<file path="config.mk">
export PLATFORM = sky130hd
export DESIGN_NAME = conversor_gray_param
export DESIGN_NICKNAME = d
export VERILOG_FILES = /design/src/rtl/conversor_gray_pkg.sv /design/src/rtl/contador_gray.sv /design/src/rtl/conversor_gray_param.sv
export SDC_FILE = /design/constraint.sdc
export NUM_CORES = 1
export LEC_CHECK = 0
export ABC_AREA = 1
export CAP_MARGIN = 20
export CORE_UTILIZATION = 40
export DETAILED_ROUTE_END_ITERATION = 8
export GPL_ROUTABILITY_DRIVEN = 0
export GPL_TIMING_DRIVEN = 0
export PLACE_DENSITY_LB_ADDON = 0.3
export SYNTH_ARGS = -nofsm -noshare
export SYNTH_HDL_FRONTEND = slang
export SYNTH_SLANG_ARGS = --single-unit
export TNS_END_PERCENT = 1
</file>
<file path="constraint.sdc">
create_clock -name clk -period 2.13 [get_ports clk]
set_input_delay 0.426 -clock clk [delete_from_list [all_inputs] [get_ports clk]]
set_output_delay 0.426 -clock clk [all_outputs]
set_load 0.005 [all_outputs]
</file>
<file path="src/rtl/conversor_gray_pkg.sv">
// conversor_gray_pkg
// Shared definitions for the binary/Gray conversion engine:
//   - operation codes carried on the 2-bit 'modo' input
//   - bin2gray / gray2bin helpers, written for the widest legal word
//     (ANCHO_MAX bits). Callers zero-extend their operand and truncate the
//     result; zero upper bits leave the low bits of both conversions unchanged.
package conversor_gray_pkg;

    localparam int unsigned ANCHO_MAX = 32;

    localparam logic [1:0] MODO_B2G    = 2'b00;
    localparam logic [1:0] MODO_G2B    = 2'b01;
    localparam logic [1:0] MODO_CONTAR = 2'b10;
    localparam logic [1:0] MODO_CARGAR = 2'b11;

    // Binary to Gray: each bit is XORed with its more significant neighbour.
    function automatic logic [ANCHO_MAX-1:0] bin2gray(input logic [ANCHO_MAX-1:0] b);
        return b ^ (b >> 1);
    endfunction

    // Gray to binary: running XOR from the MSB downwards.
    function automatic logic [ANCHO_MAX-1:0] gray2bin(input logic [ANCHO_MAX-1:0] g);
        logic [ANCHO_MAX-1:0] b;
        b = '0;
        b[ANCHO_MAX-1] = g[ANCHO_MAX-1];
        for (int i = ANCHO_MAX - 2; i >= 0; i--) begin
            b[i] = b[i+1] ^ g[i];
        end
        return b;
    endfunction

endpackage

</file>
<file path="src/rtl/contador_gray.sv">
// contador_gray
// Binary up/down counter that presents its *next* value in Gray code.
// The registered count stays binary; only the combinational look-ahead is
// converted, so the parent can register the Gray word in the same cycle the
// count advances.
//
// Ports:
//   clk                 rising-edge clock
//   reset               synchronous, active-high; clears the count
//   en                  advance (or load) the count at the next edge
//   cargar              1: next count = valor; 0: next count = count +/- 1
//   arriba              direction when not loading: 1 up, 0 down
//   valor               load value (binary)
//   cnt_gray_siguiente  Gray code of the next count
//   vuelta              next step wraps (all-ones -> 0 up, 0 -> all-ones down)
module contador_gray
    import conversor_gray_pkg::*;
#(
    parameter int unsigned ANCHO = 4
) (
    input  logic             clk,
    input  logic             reset,
    input  logic             en,
    input  logic             cargar,
    input  logic             arriba,
    input  logic [ANCHO-1:0] valor,
    output logic [ANCHO-1:0] cnt_gray_siguiente,
    output logic             vuelta
);

    localparam logic [ANCHO-1:0] TODO_UNOS = '1;
    localparam logic [ANCHO-1:0] UNO       = ANCHO'(1);

    logic [ANCHO-1:0] cnt_q;
    logic [ANCHO-1:0] cnt_d;

    always_comb begin
        cnt_d  = cnt_q;
        vuelta = 1'b0;
        if (cargar) begin
            cnt_d = valor;
        end else if (arriba) begin
            cnt_d  = cnt_q + UNO;
            // Wrap taken from the pre-update value, not from a carry-out.
            vuelta = (cnt_q == TODO_UNOS);
        end else begin
            cnt_d  = cnt_q - UNO;
            vuelta = (cnt_q == '0);
        end
    end

    assign cnt_gray_siguiente = ANCHO'(bin2gray(ANCHO_MAX'(cnt_d)));

    always_ff @(posedge clk) begin
        if (reset) begin
            cnt_q <= '0;
        end else if (en) begin
            cnt_q <= cnt_d;
        end
    end

endmodule

</file>
<file path="src/rtl/conversor_gray_param.sv">
// conversor_gray_param
// Registered binary/Gray conversion engine with an integrated Gray counter.
// One request is accepted per cycle through a valid/ready handshake and its
// result is held in a single output register until the consumer takes it.
//
// Ports:
//   clk         rising-edge clock
//   reset       synchronous, active-high
//   modo        operation: 00 B2G, 01 G2B, 10 CONTAR, 11 CARGAR
//   arriba      count direction in CONTAR (1 up, 0 down)
//   dato_in     operand word (ignored in CONTAR)
//   valido_in   request valid
//   listo_in    block can accept a request this cycle
//   dato_out    result word
//   vuelta_out  result came from a counter wrap (qualified by valido_out)
//   valido_out  result valid
//   listo_out   consumer accepts the result
module conversor_gray_param
    import conversor_gray_pkg::*;
#(
    parameter int unsigned ANCHO = 4
) (
    input  logic             clk,
    input  logic             reset,
    input  logic [1:0]       modo,
    input  logic             arriba,
    input  logic [ANCHO-1:0] dato_in,
    input  logic             valido_in,
    output logic             listo_in,
    output logic [ANCHO-1:0] dato_out,
    output logic             vuelta_out,
    output logic             valido_out,
    input  logic             listo_out
);

    logic             xfer_in;
    logic             xfer_out;

    logic             cnt_en;
    logic             cnt_cargar;
    logic [ANCHO-1:0] cnt_gray;
    logic             cnt_vuelta;

    logic [ANCHO-1:0] res_dato;
    logic             res_vuelta;

    logic [ANCHO-1:0] dato_q;
    logic             vuelta_q;
    logic             valido_q;

    // Ready whenever the output register is empty or being drained now.
    assign listo_in = !valido_q || listo_out;
    // Requests presented during reset are never accepted.
    assign xfer_in  = valido_in && listo_in && !reset;
    assign xfer_out = valido_q && listo_out;

    // Both counter modes have modo[1] set.
    assign cnt_en     = xfer_in && modo[1];
    assign cnt_cargar = (modo == MODO_CARGAR);

    contador_gray #(
        .ANCHO(ANCHO)
    ) u_contador (
        .clk                (clk),
        .reset              (reset),
        .en                 (cnt_en),
        .cargar             (cnt_cargar),
        .arriba             (arriba),
        .valor              (dato_in),
        .cnt_gray_siguiente (cnt_gray),
        .vuelta             (cnt_vuelta)
    );

    always_comb begin
        res_dato   = '0;
        res_vuelta = 1'b0;
        case (modo)
            MODO_B2G: res_dato = ANCHO'(bin2gray(ANCHO_MAX'(dato_in)));
            MODO_G2B: res_dato = ANCHO'(gray2bin(ANCHO_MAX'(dato_in)));
            MODO_CONTAR: begin
                res_dato   = cnt_gray;
                res_vuelta = cnt_vuelta;
            end
            // CARGAR: the counter look-ahead already equals Gray(dato_in).
            default: res_dato = cnt_gray;
        endcase
    end

    always_ff @(posedge clk) begin
        if (reset) begin
            dato_q   <= '0;
            vuelta_q <= 1'b0;
            valido_q <= 1'b0;
        end else if (xfer_in) begin
            // Covers the simultaneous in/out case: new result replaces old.
            dato_q   <= res_dato;
            vuelta_q <= res_vuelta;
            valido_q <= 1'b1;
        end else if (xfer_out) begin
            valido_q <= 1'b0;
        end
    end

    assign dato_out   = dato_q;
    assign vuelta_out = vuelta_q;
    assign valido_out = valido_q;

endmodule

</file>
==> impl_metrics.ini, run 1 <==
[drt]
wl_per_cell_um = 10.6
first_pass_iters = 4
drt_iter0_drc = 15
vias_per_cell = 4.96
vias = 798
wl_um = 1710
ant_nets = 0
route.detailed.drc = 0

[setup_path]
cp.required_ns = 1.70
crit_top_cell = clkdlybuf4s50_1
crit_family = buffers and inverters
worstPathArrival_ns = 1.52
crit_type = in -> out
worst_setup_path_end_kind = output port
start_kind = input port
worst-path-buf-inv = 3
crit_chain = clkdlybuf4s50_1 > inv_1 > nand2_2 > clkdlybuf4s50_1
cp_slowest_cell = clkdlybuf4s50_1
crit_fanout = 3
cpPeakStageDelay_ns = 0.50

[grt]
grt_overflow = 0
antenna_found_initial = 0
first_global_vias = 779
track_usage_pct = 21.1
grt_pass1_wl_um = 3110
grt_max_degree = 11

[synthesis]
synth_area_leader_cell = dfxtp_1
synth_mux_area_share_pct = 0
yosysWarnings = 0
synth-seq-cells = 10
synth_compound_area_share_pct = 16.6
synthFlopType = dfxtp_1
synth_most_common_cell = nand2_1
yosys-top-cells-count = 31 x nand2_1, 17 x inv_1, 12 x nand3_1
seq_area_frac_synth_pct = 26.5
synth_xor_area_share_pct = 4.64
avgSynthCellArea_um2 = 6.51
syn_nets = 130
synth-adder-area-share_pct = 5.96
synth_top_area_share_pct = 26.5
synthTopCellsByArea = dfxtp_1 26%, nand2_1 15%, inv_1 8.4%, nand3_1 7.9%, a21oi_1 6.6%
synth_cell_types = 24
synth_simple_gate_area_share_pct = 36.4
synth_area_um2 = 756
synth_edf_count = 0
synth_top_family_by_area = simple AND/OR/NAND/NOR gates
ys_async_sr_fraction_pct = 0
synthCells = 116

[cells_and_area]
n_fill_cell = 178
post-route-util_pct = 56.5
drive_gt1_share_pct = 11.0
syn_to_final_growth_pct = 30.5
num_antenna_cells = 0
nets = 151
design_area_um2 = 986
final-instance-count-excl-fill = 161

[place]
preCtsSetupSlack_ns = -0.237
dp_cells = 157
post-dp-hpwl_um = 1410
dpl_cell_area_um2 = 947
portBuffers = 16

[die]
initial_core_util_pct = 43.3
fp.dieH_um = 45.5
die_w_um = 45.5
core_area_um2 = 1750
row_count = 15
die_area_um2 = 2070
io_pins = 18

[sta]
fin_ws_ns = 0.184
fin_skew_ns = 0.00253
hold_viol = 0
clock.fmax_mhz = 514
tightest_slew_ns = 0.258
slew_headroom_pct = 82.7
rsz0062_at_grt = false
hold_ws_ns = 0.467
tns_ns = 0
slew_viol_final = 0
setup_violations = 0
fin_crit_sh_pct = 91.3
layout_min_cycle_time_ns = 1.95

[clocking]
cts_tree = done
cts_max_path_buffers = 2
htreeDepth = 1
clk_pin_slew_ns = 0.06
clk-insertion-delay-late_ns = 0.26
cts_hold_buf = 0
cts.sinks = 10
cts-buffers-inserted = 3
clockRootBuffer = clkbuf_4
postCtsSetupRepairBufs = 0

[status]
status = complete, no violations

[min_path]
hold_path_class = reg -> reg

[power]
p_total_mw = 0.545
powerDensity_nw_per_um2 = 553
p_leak_nw = 0.458
ir_worst_vdd_uv = 216

[run]
cap_violations = 0
tightest hold or removal path, cell delays in order, from the launching register on:
cell	delay, ns
dfxtp_1	0.31
nand2_1	0.06
a21oi_1	0.05
placed cells by master (no fill, tap or decap):
master           instances
o21ai_1                  1
nor2_1                   6
nand2_2                  1
o21ai_0                  6
a21oi_1                 10
a41oi_1                  1
a31oi_1                  1
inv_2                    1
dfxtp_1                 10
clkdlybuf4s50_1         15
o21ai_2                  2
or2_1                    1
dlymetal6s2s_1           1
nand4_1                  1
buf_4                    1
nand2_4                  2
o211ai_1                 1
inv_1                   17
or2_2                    2
ha_1                     2
xnor2_1                  2
xor2_1                   2
fa_1                     1
nor2_4                   2
clkbuf_4                 3
nand3_1                 12
clkbuf_8                 1
nand2_1                 31
per-layer routing:
layer  track usage, %  part of all wire (%)  vias up
li1                 -                     -      413
met1             24.2                    43      366
met2             37.7                    53       15
met3             2.38                   2.0        4
met4             10.9                   2.1        0
met5                0                     0        -
logic make-up after synthesis:
logic type,Yosys count
flops,10
simple gates,58
compound gates,22
buf+inv,19
fa+ha+maj,3
xor+xnor,4
final timing paths:
check                            from     endpoint  slack, ns  depth (start not counted)
setup / recovery            listo_out     listo_in       0.18                          4
hold / removal             vuelta_out   vuelta_out       0.47                          2
setup reg to reg  u_contador.cnt_q[0]  dato_out[0]       0.42                         11
hold reg to reg            vuelta_out   vuelta_out       0.47                          2
sequential cells by signal, indices dropped and copies added (netlist names):
name,cells
vuelta_out,1
dato_out,4
u_contador.cnt_q,4
valido_out,1
report_power, final:
| group | switching (mW) | total, mW | internal [mW] |
|---|---|---|---|
| sequential | 0.00795 | 0.207 | 0.199 |
| combinational | 0.0908 | 0.167 | 0.0763 |
| clock | 0.0669 | 0.171 | 0.104 |
| total | 0.166 | 0.545 | 0.379 |
area by class of cell:
cell class	instances	area, um^2	area share [%]
Multi-Input combinational cell	87	480	48.7
Sequential cell	10	200	20.3
Timing Repair Buffer	16	163	16.5
Inverter	18	67.6	6.85
Clock buffer	4	36.3	3.68
Tap cell	25	31.3	3.17
Buffer	1	7.51	0.761
what timing repair did:
action                                 in CTS  in global routing
endpoints found under the hold margin       0                  0
gates resized for setup                     0                  1
setup endpoints to repair                   0                  2
No activity file was read; power rests on OpenSTA's default activity.
==> run 2, diff against run 1 <==
--- a/config.mk
+++ b/config.mk
@@ -15,4 +15,3 @@
 export SYNTH_ARGS = -nofsm -noshare
 export SYNTH_HDL_FRONTEND = slang
 export SYNTH_SLANG_ARGS = --single-unit
-export TNS_END_PERCENT = 1
==> results of run 2 <==
The final DEF is identical to that of run 1; final timing and power are the same.
==> run 3, diff against run 2 <==
--- a/config.mk
+++ b/config.mk
@@ -5,7 +5,6 @@
 export SDC_FILE = /design/constraint.sdc
 export NUM_CORES = 1
 export LEC_CHECK = 0
-export ABC_AREA = 1
 export CAP_MARGIN = 20
 export CORE_UTILIZATION = 40
 export DETAILED_ROUTE_END_ITERATION = 8
==> run 3 against run 2 <==
The flow now finishes with violations (design-rule violations). Clock-buffer cell count unchanged. Design area down 4.4%. Via count down 21%. Maximum frequency down 2.6%. Clock power about the same. Wire length down 14%. Die area down 8.2%. Non-clock buffer count up 3. Area after synthesis down 8.6%. Cell count down 24%. Critical endpoint unchanged. Largest cell class unchanged. Largest power group unchanged. Highest routed layer unchanged.
==> impl_metrics.ini, run 3 <==
[status]
status = finished with violations
violations = design-rule violations

[grt]
grt_max_degree = 11
antenna_found_initial = 0
grt_pass1_wl_um = 2480
track_usage_pct = 18.0
first_global_vias = 593
grt_overflow = 0

[die]
row_count = 14
die_w_um = 43.6
core_area_um2 = 1560
die_area_um2 = 1900
initial_core_util_pct = 44.3
fp.dieH_um = 43.6
io_pins = 18

[clocking]
clockRootBuffer = clkbuf_4
htreeDepth = 1
clk-insertion-delay-late_ns = 0.27
cts_hold_buf = 0
cts_max_path_buffers = 2
cts_tree = done
clk_pin_slew_ns = 0.06
cts.sinks = 10
cts-buffers-inserted = 3

[run]
cap_violations = 0

[sta]
tns_ns = 0
clock.fmax_mhz = 500
hold_ws_ns = 0.490
fin_skew_ns = 0.00150
layout_min_cycle_time_ns = 2.00
fin_crit_sh_pct = 93.8
tightest_slew_ns = 0.408
slew_viol_final = 0
rsz0062_at_grt = false
slew_headroom_pct = 72.8
setup_violations = 0
fin_ws_ns = 0.132
hold_viol = 0

[drt]
first_pass_iters = 6
vias = 631
route.detailed.drc = 2
vias_per_cell = 5.13
wl_per_cell_um = 11.9
wl_um = 1470
ant_nets = 0
drt_iter0_drc = 7

[place]
preCtsSetupSlack_ns = -0.541
post-dp-hpwl_um = 1190
portBuffers = 17
dp_cells = 118
dpl_cell_area_um2 = 881

[setup_path]
reg2reg_depth = 7
worst_setup_path_end_kind = output port
crit_fanout = 5
cp.required_ns = 1.70
crit_type = in -> out
worstPathArrival_ns = 1.57
start_kind = input port

[cells_and_area]
design_area_um2 = 942
nets = 122
post-route-util_pct = 60.4
final-instance-count-excl-fill = 123
final_common_cell = clkdlybuf4s50_1
syn_to_final_growth_pct = 36.4
final_cell_mix = 16 x clkdlybuf4s50_1, 14 x nor2_1, 9 x dfxtp_1
num_antenna_cells = 0
drive_gt1_share_pct = 12.1

[power]
powerDensity_nw_per_um2 = 572
p_leak_nw = 0.371
ir_worst_vdd_uv = 332
p_total_mw = 0.539

[synthesis]
synth_area_leader_cell = dfxtp_1
synthFlopType = dfxtp_1
syn_nets = 99
seq_area_frac_synth_pct = 29.0
yosys-top-cells-count = 14 x nor2_1, 10 x dfxtp_1, 7 x xnor2_1
avgSynthCellArea_um2 = 8.13
synthCells = 85
yosysWarnings = 0
synth_top_area_share_pct = 29.0
synthTopCellsByArea = dfxtp_1 29%, xnor2_1 8.9%, nor2_1 7.6%, xor2_1 5.1%, mux2i_1 4.3%
ys_async_sr_fraction_pct = 0
synth_edf_count = 0
synth_most_common_cell = nor2_1
synth_area_um2 = 691
synth_cell_types = 26
synth-seq-cells = 10

[min_path]
hold-path-cell-count = 2
hold_path_class = reg -> reg
==> run 3: cell types whose count changed after synthesis, sizes merged, moves of 6 or more <==
cell / previous run / this run
inv: 18 / 5
nand2: 34 / 5
nand3: 12 / 0
nor2: 8 / 14
nor3: 0 / 6
o21ai: 9 / 1
==> run 3: timing repair <==
action                                  CTS  global route
resized for setup                         3             3
endpoints found under the setup margin    4             2
pin swaps                                 0             0
buffers inserted                          1             0
==> run 3: where the power goes <==
group	internal, mW	switching (mW)	leakage, nW	total, mW
registers	0.200	0.00913	0.0826	0.209
clock network	0.104	0.0676	0.0210	0.171
logic	0.0867	0.0721	0.267	0.159
==> run 3: final cells by class <==
type,count,area [um^2]
Clock buffer,4,36.3
Multi-Input combinational cell,68,479
Fill cell,141,617
Sequential cell,10,201
Tap cell,16,20.0
Timing Repair Buffer,18,178
Buffer,2,8.76
Inverter,5,18.8
==> run 3: path summary, 6_finish.rpt <==
path / start / endpoint / slack (ns)
setup / recovery: listo_out / listo_in / 0.13
hold reg to reg: dato_out[3] / dato_out[3] / 0.49
setup reg to reg: u_contador.cnt_q[0] / dato_out[1] / 0.23
hold / removal: dato_out[3] / dato_out[3] / 0.49
==> run 3: logic make-up after synthesis <==
logic type	count (synthesis)	synth area share, %
and+or+nand+nor	36	26.5
AOI/OAI and AO/OA	15	15.8
xor gates and xnor gates	11	13.9
DFF	10	29.0
buffers and inverters	7	3.98
muxes	3	4.35
adders and majority gates	3	6.52
==> run 3: metal layers <==
layer | up-vias | routed length, um | GRT usage [%]
met5 | - | 0 | 0
met1 | 270 | 694 | 21.3
met3 | 2 | 79 | 7.92
li1 | 345 | - | -
met2 | 14 | 682 | 29.3
met4 | 0 | 13 | 5.63
==> run 3: worst max-delay path, cell delays in order <==
cell	delay, ns
clkdlybuf4s50_1	0.45
nand2b_1	0.17
clkdlybuf4s50_1	0.52
